[src/rtl/spi_register_controller.sv]
// Byte-level SPI register controller: an opcode byte selects one of four register ports, and the
// payload bytes that follow are forwarded to that port. SPI_REGISTER_TIMEOUT_EN adds a watchdog.
module spi_register_controller #(
    parameter logic [7:0]  ADDR_0         = 8'hB5,
    parameter logic [7:0]  ADDR_1         = 8'hB6,
    parameter logic [7:0]  ADDR_2         = 8'hB7,
    parameter logic [7:0]  ADDR_3         = 8'hB8,
    parameter logic [15:0] TIMEOUT_CYCLES = 16'd50000
) (
    input  logic        i_system_clock,
    input  logic        i_reset_n,
    input  logic        i_cs_active,
    input  logic [7:0]  i_byte_in,
    input  logic        i_byte_in_valid,
    output logic [7:0]  o_byte_out,
    output logic [3:0]  o_reg_enable,
    output logic [7:0]  o_reg_data_in,
    output logic        o_reg_data_in_valid,
    input  logic [31:0] i_reg_data_out,
    input  logic [3:0]  i_reg_data_out_valid,
    output logic [7:0]  o_byte_count,
    output logic        o_unknown_address,
    output logic        o_timeout
);

    typedef enum logic [1:0] {StIdle, StOpcode, StActive, StDrain} state_e;

    state_e     r_state;
    state_e     w_state_next;
    logic [1:0] r_sel;
    logic [1:0] w_sel_next;
    logic       w_match;
    logic [1:0] w_match_idx;
    logic       w_wd_expire;
    logic       w_byte_accept;

    logic [7:0] w_byte_out_next;
    logic [3:0] w_reg_enable_next;
    logic [7:0] w_reg_data_in_next;
    logic       w_reg_data_in_valid_next;
    logic [7:0] w_byte_count_next;
    logic       w_unknown_next;
    logic       w_timeout_next;

    // Priority order resolves colliding opcode parameters to the lowest port.
    always_comb begin
        w_match     = 1'b1;
        w_match_idx = 2'd0;
        if (i_byte_in == ADDR_0) begin
            w_match_idx = 2'd0;
        end else if (i_byte_in == ADDR_1) begin
            w_match_idx = 2'd1;
        end else if (i_byte_in == ADDR_2) begin
            w_match_idx = 2'd2;
        end else if (i_byte_in == ADDR_3) begin
            w_match_idx = 2'd3;
        end else begin
            w_match = 1'b0;
        end
    end

`ifdef SPI_REGISTER_TIMEOUT_EN
    logic [15:0] r_wd_count;
    logic        w_wd_armed;

    assign w_wd_armed  = ((r_state == StOpcode) || (r_state == StActive)) && i_cs_active
                         && !i_byte_in_valid;
    assign w_wd_expire = w_wd_armed && (r_wd_count == TIMEOUT_CYCLES - 16'd1);

    always_ff @(posedge i_system_clock or negedge i_reset_n) begin
        if (!i_reset_n) begin
            r_wd_count <= 16'd0;
        end else if (!w_wd_armed || w_wd_expire) begin
            r_wd_count <= 16'd0;
        end else begin
            r_wd_count <= r_wd_count + 16'd1;
        end
    end
`else
    logic w_unused_timeout;

    assign w_unused_timeout = ^TIMEOUT_CYCLES;
    assign w_wd_expire      = 1'b0;
`endif

    always_ff @(posedge i_system_clock or negedge i_reset_n) begin
        if (!i_reset_n) begin
            r_state <= StIdle;
            r_sel   <= 2'd0;
        end else begin
            r_state <= w_state_next;
            r_sel   <= w_sel_next;
        end
    end

    // Dropping chip select takes priority over any byte arriving in the same cycle.
    always_comb begin
        w_state_next = r_state;
        w_sel_next   = r_sel;
        unique case (r_state)
            StIdle: begin
                if (i_cs_active) w_state_next = StOpcode;
            end
            StOpcode: begin
                if (!i_cs_active) begin
                    w_state_next = StIdle;
                end else if (w_wd_expire) begin
                    w_state_next = StDrain;
                end else if (i_byte_in_valid) begin
                    if (w_match) begin
                        w_state_next = StActive;
                        w_sel_next   = w_match_idx;
                    end else begin
                        w_state_next = StDrain;
                    end
                end
            end
            StActive: begin
                if (!i_cs_active) begin
                    w_state_next = StIdle;
                end else if (w_wd_expire) begin
                    w_state_next = StDrain;
                end
            end
            StDrain: begin
                if (!i_cs_active) w_state_next = StIdle;
            end
            default: w_state_next = StIdle;
        endcase
    end

    assign w_byte_accept = (r_state == StActive) && i_cs_active && i_byte_in_valid;

    always_comb begin
        w_reg_enable_next        = 4'h0;
        w_byte_out_next          = 8'h00;
        w_reg_data_in_next       = o_reg_data_in;
        w_reg_data_in_valid_next = 1'b0;
        w_byte_count_next        = o_byte_count;
        w_unknown_next           = 1'b0;
        w_timeout_next           = w_wd_expire;

        if (w_state_next == StActive) begin
            w_reg_enable_next = 4'b0001 << w_sel_next;
            if (i_reg_data_out_valid[w_sel_next]) begin
                w_byte_out_next = i_reg_data_out[{w_sel_next, 3'b000} +: 8];
            end
        end

        if (w_byte_accept) begin
            w_reg_data_in_next       = i_byte_in;
            w_reg_data_in_valid_next = 1'b1;
            if (o_byte_count != 8'hFF) w_byte_count_next = o_byte_count + 8'd1;
        end

        if (w_state_next == StIdle) w_byte_count_next = 8'h00;

        if ((r_state == StOpcode) && i_cs_active && i_byte_in_valid && !w_match) begin
            w_unknown_next = 1'b1;
        end
    end

    always_ff @(posedge i_system_clock or negedge i_reset_n) begin
        if (!i_reset_n) begin
            o_byte_out          <= 8'h00;
            o_reg_enable        <= 4'h0;
            o_reg_data_in       <= 8'h00;
            o_reg_data_in_valid <= 1'b0;
            o_byte_count        <= 8'h00;
            o_unknown_address   <= 1'b0;
            o_timeout           <= 1'b0;
        end else begin
            o_byte_out          <= w_byte_out_next;
            o_reg_enable        <= w_reg_enable_next;
            o_reg_data_in       <= w_reg_data_in_next;
            o_reg_data_in_valid <= w_reg_data_in_valid_next;
            o_byte_count        <= w_byte_count_next;
            o_unknown_address   <= w_unknown_next;
            o_timeout           <= w_timeout_next;
        end
    end

endmodule

[config.mk]
export PLATFORM = sky130hd
export DESIGN_NAME = spi_register_controller
export DESIGN_NICKNAME = d
export VERILOG_FILES = /design/src/rtl/spi_register_controller.sv
export SDC_FILE = /design/constraint.sdc
export NUM_CORES = 1
export LEC_CHECK = 0
export BUFFER_PORTS_ARGS = -buffer_cell sky130_fd_sc_hd__buf_2
export CAP_MARGIN = 5
export CORE_MARGIN = 10
export CORE_UTILIZATION = 40
export DETAILED_ROUTE_END_ITERATION = 6
export MAX_ROUTING_LAYER = met4
export PLACE_DENSITY = 0.72
export SYNTH_ARGS = -nofsm -noshare
export SYNTH_HDL_FRONTEND = slang
export SYNTH_SLANG_ARGS = --single-unit
[constraint.sdc]
create_clock -name i_system_clock -period 2.9 [get_ports i_system_clock]
set_input_delay 0.58 -clock i_system_clock [delete_from_list [all_inputs] [get_ports i_system_clock]]
set_output_delay 0.58 -clock i_system_clock [all_outputs]
set_load 0.03 [all_outputs]
## Word-level counts from Yosys, hierarchy flattened

Cells that the tools add are included.
Widths: inputs -> output; s select.

- Flip-flop bits (word level): 34
- Output and inout bits: 31

- $add $sub $neg: 1
- $lt $le $gt $ge: 1
- Eq/ne operators: 9
- Shift-type cells: 2
- Muxes and demuxes: 28
- Reductions and logical operators: 12

Operators by type and width:

| kind | number |
|---|---|
| $mux 8 | 5 |
| $eq 8x8->1 const B | 4 |
| $shiftx 32x6->8 | 1 |
| $mux 2 | 12 |
| $add 8x1->8 const B | 1 |
| $mux 1 | 8 |
| $ne 8x8->1 const B | 1 |
| $eq 2x2->1 const B | 3 |
| $pmux 2 s3 | 1 |
| $logic_and 1x1->1 | 5 |
| $logic_not 2->1 | 2 |
| $mux 4 | 1 |
| $reduce_bool 2->1 | 2 |
| $shl 1x2->4 const A | 1 |
| $lt 2x3->1 const B | 1 |
| $bmux 1 s2 | 1 |
| $eq 2x1->1 const B | 1 |
| $reduce_and 2->1 | 1 |
| $reduce_or 2->1 | 1 |
| $logic_not 1->1 | 1 |

## Depth between registers and ports, before layout

Gate-level depths: netlist of run 1.

- Word-level depth: 13
- Depth in mapped cells: 8
- Gate-level depth less buffers: 7

## Worst setup path before layout of run 1

No wires, ideal clock.

- Path type: in2reg
- Start point: input port i_byte_in[2]
- End point: register o_byte_out[2]
- Library setup time: 0.096 ns
- Arrival: 2.147 ns
- Required time: 2.804 ns
- Setup slack: 0.658 ns
- Cell stages on the path: 6
- Path through: or4b_4 a211oi_4 a2bb2oi_4 nand2_4 o22a_4 a311oi_2

- Word-level cells in the longest chain between the ends: 13

RTL lines:

| element | RTL line | source |
|---|---|---|
| start: declaration | 13 | `input logic [7:0] i_byte_in,` |
| parallel branches: the longest is 12 deep, another holds $shiftx 32x6->8 | n/a |  |
| $mux 8 * | 143 | `if (w_state_next == StActive) begin` |
| named net w_byte_out_next[2] | 37 | `logic [7:0] w_byte_out_next;` |
| end signal: assignment | 173 | `o_byte_out <= w_byte_out_next;` |
| end: declaration | 15 | `output logic [7:0] o_byte_out,` |

Mark *: on every way through the listed nets, which the timed path passes. The select of a mux whose other input is x is not followed.
A chain may end at the register's enable or synchronous reset.

## Final worst setup path of run 1

Same ends and word-level chain as after synthesis.

==> results of run 1 <==
[cell families after synthesis]
kind of cell,count (synthesis),synth area share (%)
XOR/XNOR,7,3.30
AND/OR/NAND/NOR,83,25.4
adder cells (fa/ha/maj),1,0.674
other,1,0.202
buffers and inverters,9,2.36
flip-flops,34,45.8
AO/OA/AOI/OAI,32,17.9
multiplexers,8,4.31
[sequential cells by signal, indices dropped and copies added (netlist names)]
name,flops
o_byte_count,8
o_byte_out,8
o_reg_data_in,8
o_reg_enable,4
r_sel,2
r_state,2
o_reg_data_in_valid,1
o_unknown_address,1
[cell usage after synthesis, types with 2 or more instances]
library cell  count
nand4b_4          2
xor2_1            3
mux2i_1           8
or3_1             2
o21ai_0           5
nor2_1            8
a221oi_2          7
and2_1            7
a21oi_1           8
nor2b_1           4
dfrtp_1          34
nand4_1           4
and4_1            3
nand3b_1          2
nand2_4           2
nand2_1          37
xnor2_1           4
buf_4             2
nand4b_1          2
clkbuf_1          2
buf_2             2
nand3_1           4
[per-layer routing]
metal	part of all wire (%)	track usage, %
met3	5.6	3.53
met1	39	13.7
met5	0	-
met2	54	21.2
met4	2.0	5.28
[layout make-up]
| class | count | area [sq um] | share of cell area [%] |
|---|---|---|---|
| clock buffers | 6 | 82.6 | 3.48 |
| well taps | 52 | 65.1 | 2.74 |
| multi-input cells | 132 | 962 | 40.6 |
| inverters | 3 | 11.3 | 0.475 |
| repair buffers | 79 | 400 | 16.9 |
| flip-flops and latches | 34 | 851 | 35.9 |
[per-stage QoR]
| step | instances | power [mW] | area, sq um | hold slack [ns] | setup WS (ns) |
|---|---|---|---|---|---|
| floorplan | 175 | 0.697 | 1860 | 0.284 | 0.658 |
| global placement | 300 | 0.794 | 2290 | 0.456 | 0.400 |
| detailed placement | 300 | 0.800 | 2290 | 0.464 | 0.337 |
| CTS | 306 | 1.14 | 2370 | 0.383 | 0.631 |
| global route | 306 | 1.19 | 2370 | 0.420 | 0.533 |
| finish | 306 | 1.12 | 2370 | 0.363 | 0.634 |
[power groups by stage]
stage	combinational (mW)	clock, mW	sequential, mW
floorplan	0.0934	0	0.604
global placement	0.255	0	0.539
detailed placement	0.261	0	0.540
CTS	0.261	0.349	0.532
global route	0.278	0.377	0.536
finish	0.255	0.336	0.531
[critical path: stages]
cell,delay [ns]
buf_2,0.13
or4b_4,0.57
a211oi_4,0.25
a2bb2oi_4,0.32
buf_4,0.26
a221oi_1,0.08
a311oi_2,0.26
[cell usage in the layout, fill, tap and decap left out, types with 2 or more instances in the layout]
cell type,count
nand3b_1,2
mux2i_1,8
nand4b_1,2
nor2_1,8
o21ai_0,5
a21oi_1,8
xor2_1,3
or3_1,2
clkbuf_8,6
buf_2,77
and2_1,7
nand2_1,37
dfrtp_1,34
a221oi_2,7
nand4_1,4
buf_4,2
nor2b_1,4
and4_1,3
xnor2_1,4
nand3_1,4
nand4b_4,2
nand2_4,2
[worst max-delay path by stage]
stage	to	depth (start not counted)
2_1_floorplan	o_byte_out[2]	6
3_3_place_gp	o_byte_out[2]	7
3_5_place_dp	o_byte_out[2]	7
4_1_cts	o_byte_out[2]	7
5_1_grt	o_byte_out[5]	8
6_report	o_byte_out[2]	7
==> impl_metrics.yaml, run 1 <==
power:
  p_int_mw: 0.780
  power.switching_mw: 0.342
  ir_worst_vdd_mv: 0.240
  share_comb_of_total_power_pct: 22.7
  switching_share_pct: 30.5
  power_density_nw_per_um2: 473
  p_seq_share_pct: 47.3
  power_frac_clock_pct: 29.9
  p_leak_nw: 1.29
logic_synthesis:
  async_flop_share_pct: 100
  synth_flop_cell: "dfrtp_1"
  ys_warn_count: 0
  netlist_instances: 175
  ys_ff_latch: 34
  ys_seq_area_share_pct: 45.8
  yosys.area.top_type: "dfrtp_1"
  synth_fp_nets: 224
  synth.avg_cell_area_sq_um: 10.6
  synth_area_sq_um: 1860
  synthTopCellsByArea: "dfrtp_1, nand2_1, a221oi_2"
  synth_edf_count: 0
  synth_top_area_share_pct: 45.8
  synth.distinct_cells: 45
die:
  die_width_um: 88.1
  die_area_sq_um: 7770
  io_pins: 79
  rows: 24
  coreArea_sq_um: 4410
  die_h_um: 88.1
  start_util_pct: 42.1
worst_setup_path:
  r2r_end: "o_byte_out[5]"
  required_ns: 3.09
  critPathLaunch: "i_byte_in[2]"
  cp_max_fo: 11
  critPathKind: "in -> reg"
  r2r_cells: 7
  ff2ff_setup_slack_ns: 0.82
  startpoint_type: "primary input"
  timing.rr.start: "r_state[1]"
  cp-end-kind: "flop"
  cp.arrival_ns: 2.45
sta:
  skew_ns: 0.00576
  finalMaxSlewViolations: 0
  rsz0062_at_grt: "false"
  max_slew_margin_pct: 50.1
  hold_violations: 0
  fin_crit_ns: 2.27
  fin_crit_sh_pct: 78.2
  finalSetupViolations: 0
  final.setup.tns_ns: 0
  fmax_mhz: 441
  worst_pin_slew_ns: 0.749
grt:
  grt_max_degree: 35
  grt_pass1_wl_mm: 7.58
  track_usage_pct: 12.6
  antenna_found_initial: 0
  overflow: 0
  grt_pass1_vias: 1607
clock_network:
  postCtsSetupRepairBufs: 0
  clock-sinks: 34
  cts_buffers: 5
  cts_resized: 0
  clk-insertion-delay-late_ns: 0.28
  cts_tree: "done"
  htreeDepth: 2
  cts_buffer_depth: 2
  hold_buffers: 0
  cts_root_buf: "clkbuf_8"
  clkTransAtPathRegs_ns: 0.06
final_layout:
  final_util_pct: 53.7
  antenna_cells: 0
  syn_to_final_growth_pct: 27.8
  final_layout_size_suffix_gt1_share_pct: 42.1
  nFillCells: 437
  nets: 304
drt:
  ant_nets: 0
  dr.pass1.iters: 4
  remaining_drc_errors: 0
  vias_per_cell: 5.11
  route.final.wire_length_mm: 4.85
  num_vias: 1565
  wl_per_cell_um: 15.9
  drtIter0Drc: 78
run:
  drv_cap: 0
status:
  outcome: "completed"
place:
  gp_congestion: 0.816
  hpwlAfterDp_mm: 3.90
  numPortBuffers: 77
hold_path:
  hold_class: "in -> async"
Note: power is estimated with default switching activity, not from simulation.
==> run 2: changes to the inputs <==
==> constraint.sdc (replaced) <==
create_clock -name i_system_clock -period 2.25 [get_ports i_system_clock]
set_input_delay 0.45 -clock i_system_clock [delete_from_list [all_inputs] [get_ports i_system_clock]]
set_output_delay 0.45 -clock i_system_clock [all_outputs]
set_load 0.03 [all_outputs]
==> run 2 against run 1 <==
  * Global-route usage grew 0.081 points
  * Power grew 31%
  * Hold slack lost 0.14 ns
  * Sequential cell count is the same
  * Clock skew is essentially flat
  * Cell count grew 5.2%
  * Core utilization grew 2.7 points
  * Largest power group unchanged
  * Highest routed layer unchanged
==> impl_metrics.yaml, run 2 (synthesized netlist as in run 1, its figures left out) <==
status:
  outcome: "completed"
die:
  rows: 24
  coreArea_sq_um: 4410
  die_area_sq_um: 7770
  io_pins: 79
  die_width_um: 88.1
  die_h_um: 88.1
  start_util_pct: 42.1
power:
  p_seq_share_pct: 46.6
  switching_share_pct: 30.2
  p_leak_nw: 1.36
  p_int_mw: 1.02
  power_frac_clock_pct: 29.6
  power.switching_mw: 0.443
  share_comb_of_total_power_pct: 23.8
  power_density_nw_per_um2: 588
  ir_worst_vdd_mv: 0.302
  p_total_mw: 1.47
final_layout:
  final_common_cell: "buf_2"
  final_cell_mix: "buf_2, nand2_1, dfrtp_1"
  nets: 320
  final_cell_area_sq_um: 2490
  nFillCells: 406
  reg_top3: "o_byte_count: 8 flops, o_byte_out: 8 flops, o_reg_data_in: 8 flops"
  antenna_cells: 0
  final_util_pct: 56.5
  final_layout_size_suffix_gt1_share_pct: 45.6
  syn_to_final_growth_pct: 34.2
worst_setup_path:
  required_ns: 2.43
  cp.arrival_ns: 2.17
  cp_max_fo: 15
  cp-end-kind: "flop"
  critPathKind: "in -> reg"
  startpoint_type: "primary input"
sta:
  final.setup.tns_ns: 0
  fin_crit_sh_pct: 88.5
  fmax_mhz: 502
  skew_ns: 0.00613
  rsz0062_at_grt: "false"
  max_slew_margin_pct: 50.0
  worst_pin_slew_ns: 0.750
  hold_slack_ns: 0.228
  finalMaxSlewViolations: 0
  finalSetupViolations: 0
  hold_violations: 0
  fin_crit_ns: 1.99
grt:
  grt_pass1_vias: 1706
  antenna_found_initial: 0
  grt_max_degree: 35
  grt_pass1_wl_mm: 7.60
  overflow: 0
  track_usage_pct: 12.7
drt:
  route.final.wire_length_mm: 4.83
  dr.pass1.iters: 4
  drtIter0Drc: 42
  wl_per_cell_um: 15.0
  vias_per_cell: 4.94
  remaining_drc_errors: 0
  num_vias: 1591
  ant_nets: 0
hold_path:
  hold_class: "in -> async"
clock_network:
  clock-sinks: 34
  cts_root_buf: "clkbuf_8"
  cts_resized: 0
  cts_tree: "done"
  htreeDepth: 2
  clkTransAtPathRegs_ns: 0.07
  cts_buffers: 5
  clk-insertion-delay-late_ns: 0.28
  postCtsSetupRepairBufs: 0
  hold_buffers: 0
  cts_buffer_depth: 2
place:
  placed_area_sq_um: 2410
  hpwlAfterDp_mm: 3.92
  gp_congestion: 0.862
  numPortBuffers: 77
run:
  drv_cap: 0
run 2: power groups by stage:
stage | logic [mW] | clock network (mW) | registers [mW]
2_1_floorplan | 0.120 | 0 | 0.778
3_3_place_gp | 0.348 | 0 | 0.694
3_5_place_dp | 0.357 | 0 | 0.694
4_1_cts | 0.357 | 0.451 | 0.683
5_1_grt | 0.381 | 0.469 | 0.690
6_report | 0.349 | 0.433 | 0.683
run 2: per-layer routing:
| layer | global-route usage (%) | part of all wire (%) | vias up |
|---|---|---|---|
| li1 | - | - | 808 |
| met3 | 3.99 | 5.8 | 6 |
| met2 | 21.8 | 53 | 38 |
| met4 | 5.71 | 2.0 | 0 |
| met5 | - | 0 | - |
| met1 | 13.0 | 39 | 739 |
run 2: critical path, stage by stage:
cell and delay (ns):
buf_2 0.10, or4b_4 0.56, o21ai_1 0.16, a21o_1 0.21
nand2_4 0.15, inv_2 0.20, nand2_1 0.09, a311oi_2 0.24
run 2: path summary, 6_finish.rpt:
check,end,cells past startpoint,from,slack (ns)
max in group asynchronous,r_sel[1],1,i_reset_n,1.53
min in group i_system_clock,o_reg_data_in[6],3,i_byte_in[6],0.37
setup reg to reg,o_byte_out[2],7,r_state[1],0.26
hold reg to reg,o_reg_data_in[5],2,o_reg_data_in[5],0.47
setup / recovery,o_byte_out[2],8,i_byte_in[2],0.26
hold / removal,o_byte_count[7],1,i_reset_n,0.23
run 2: final cells by class:
type | instances | area, sq um | area share (%)
Sequential cell | 34 | 851 | 34.1
Clock buffer | 6 | 82.6 | 3.31
Inverter | 3 | 11.3 | 0.452
Tap cell | 52 | 65.1 | 2.61
Multi-Input combinational cell | 132 | 962 | 38.6
Timing Repair Buffer | 95 | 520 | 20.9
run 2: stage by stage:
| step | std cells | worst slack, ns |
|---|---|---|
| after detailed placement | 316 | -0.0381 |
| after floorplan | 175 | 0.138 |
| after global placement | 316 | 0.0235 |
| after CTS | 322 | 0.245 |
| final | 322 | 0.259 |
| after global routing | 322 | 0.115 |
==> run 3: changes to the inputs <==
--- a/config.mk
+++ b/config.mk
@@ -10,8 +10,8 @@
 export CORE_MARGIN = 10
 export CORE_UTILIZATION = 40
 export DETAILED_ROUTE_END_ITERATION = 6
-export MAX_ROUTING_LAYER = met4
-export PLACE_DENSITY = 0.72
+export HOLD_SLACK_MARGIN = 0.05
+export PLACE_DENSITY_LB_ADDON = 0.15
 export SYNTH_ARGS = -nofsm -noshare
 export SYNTH_HDL_FRONTEND = slang
 export SYNTH_SLANG_ARGS = --single-unit
==> run 3 against run 2 <==
  * Non-clock buffer count is 2 higher
  * Power grew 7.7%
  * Critical path depth stayed put
  * Sequential share of layout area down 0.56 points
  * Register-to-register slack gained 0.05 ns
  * Clock-buffer cell count fell by 1
  * Final area grew 1.7%
  * Routed wire length is 1.5% higher
  * Hold slack improved by 0.0086 ns
  * Maximum frequency is 1.1% lower
  * First-iteration DRC count increased by 21%
  * Setup slack lost 0.023 ns
  * Largest power group unchanged
  * Highest routed layer unchanged
==> impl_metrics.yaml, run 3 (synthesized netlist as in run 1, its figures left out) <==
place:
  numPortBuffers: 77
  dp.cells: 318
  gp_congestion: 0.757
  pre_cts_slack_ns: -0.0613
  placed_area_sq_um: 2420
  hpwlAfterDp_mm: 3.94
sta:
  fin_crit_ns: 2.01
  fin_crit_sh_pct: 89.5
  worst_pin_slew_ns: 0.769
  finalMaxSlewViolations: 0
  hold_slack_ns: 0.237
  timing.final.ws_setup_ns: 0.236
  max_slew_margin_pct: 48.8
  skew_ns: 0.00660
  fmax_mhz: 496
  finalSetupViolations: 0
  rsz0062_at_grt: "false"
  hold_violations: 0
  final.setup.tns_ns: 0
worst_setup_path:
  timing.rr.start: "r_state[1]"
  critPathKind: "in -> reg"
  startpoint_type: "primary input"
  path_delay_family: "compound AO/OA/AOI/OAI gates"
  cp.buffers_inverters: 2
  cp_max_fo: 16
  crit_chain: "buf_2 > or4b_4 > o21ai_1 > a21o_1 > nand2_4 > inv_2 > a21oi_1 > a221oi_2"
  max_stage_delay_ns: 0.56
  r2r_end: "o_byte_out[3]"
  ff2ff_setup_slack_ns: 0.31
  required_ns: 2.44
  cp-end-kind: "flop"
  r2r_cells: 7
  cp.arrival_ns: 2.20
  crit_slowest_cell: "or4b_4"
power:
  power_density_nw_per_um2: 623
  p_leak_nw: 1.39
  ir_worst_vdd_mv: 0.377
  p_total_mw: 1.58
final_layout:
  multiInputGateArea_sq_um: 962
  final_util_pct: 57.4
  final_common_cell: "buf_2"
  final_cell_mix: "buf_2, nand2_1, dfrtp_1"
  final_layout_size_suffix_gt1_share_pct: 46.4
  nets: 322
  reg_top3: "o_byte_count: 8 flops, o_byte_out: 8 flops, o_reg_data_in: 8 flops"
  nFillCells: 409
  final_cell_area_sq_um: 2530
  stdcell_count: 326
  antenna_cells: 0
  syn_to_final_growth_pct: 36.5
  seq_area_sq_um: 851
grt:
  antenna_found_initial: 0
  track_usage_pct: 12.4
  grt_max_degree: 35
  overflow: 0
  grt_pass1_vias: 1678
  grt_pass1_wl_mm: 7.74
drt:
  drtIter0Drc: 51
  dr.pass1.iters: 4
  ant_nets: 0
  route.final.wire_length_mm: 4.90
  num_vias: 1640
  wl_per_cell_um: 15.0
  remaining_drc_errors: 0
  vias_per_cell: 5.03
clock_network:
  cts_root_buf: "clkbuf_8"
  hold_buffers: 0
  cts_buffer_depth: 2
  postCtsSetupRepairBufs: 0
  clkTransAtPathRegs_ns: 0.07
  htreeDepth: 2
  cts_resized: 0
  cts_tree: "done"
  clock-sinks: 34
  cts_buffers: 5
  clk-insertion-delay-late_ns: 0.28
status:
  outcome: "completed"
die:
  die_width_um: 88.1
  start_util_pct: 42.1
  io_pins: 79
  die_area_sq_um: 7770
  coreArea_sq_um: 4410
  die_h_um: 88.1
  rows: 24
run:
  drv_cap: 0
hold_path:
  hold_class: "in -> async"
==> run 3: cell count changes in the layout (fill, tap and decap cells not counted), sizes merged <==
cell / delta
buf: +2
bufinv: +1
clkbuf: -1
clkinv: +2
==> run 3: worst max-delay path by stage <==
stage,from,to,slack [ns],cells past startpoint
after CTS,i_byte_in[2],o_byte_out[3],0.24,8
final,i_byte_in[2],o_byte_out[3],0.24,8
after global routing,i_byte_in[2],o_byte_out[3],0.12,8
after global placement,i_byte_in[2],o_byte_out[1],0.004,7
after floorplan,i_byte_in[2],o_byte_out[2],0.14,6
after detailed placement,i_byte_in[2],o_byte_out[3],-0.06,8
==> run 3: area by class of cell <==
cell class                 instances  area share, %
sequential                        34           33.6
timing repair buffer              97           21.1
clock inverter                     3           1.58
tap                               52           2.57
clock buffer                       5           2.72
inverter                           3          0.444
multi-input combinational        132           38.0
==> run 3: power by group <==
part | total (mW) | switching [mW] | internal, mW
Combinational | 0.350 | 0.220 | 0.130
Sequential | 0.680 | 0.0236 | 0.657
Clock | 0.547 | 0.221 | 0.326
Total | 1.58 | 0.465 | 1.11
==> run 3: per-layer routing <==
metal | part of all wire [%] | track usage (%)
met2 | 52 | 22.1
met3 | 6.4 | 3.90
met5 | 0 | 0
met4 | 1.0 | 3.85
met1 | 41 | 13.6
==> run 3: worst register-to-register path, delay by kind of cell, from the launching register on <==
family,cells,cell delay (ns)
buffers and inverters,1,0.19
AOI/OAI and AO/OA,4,0.94
and+or+nand+nor,2,0.29
DFF,1,0.42
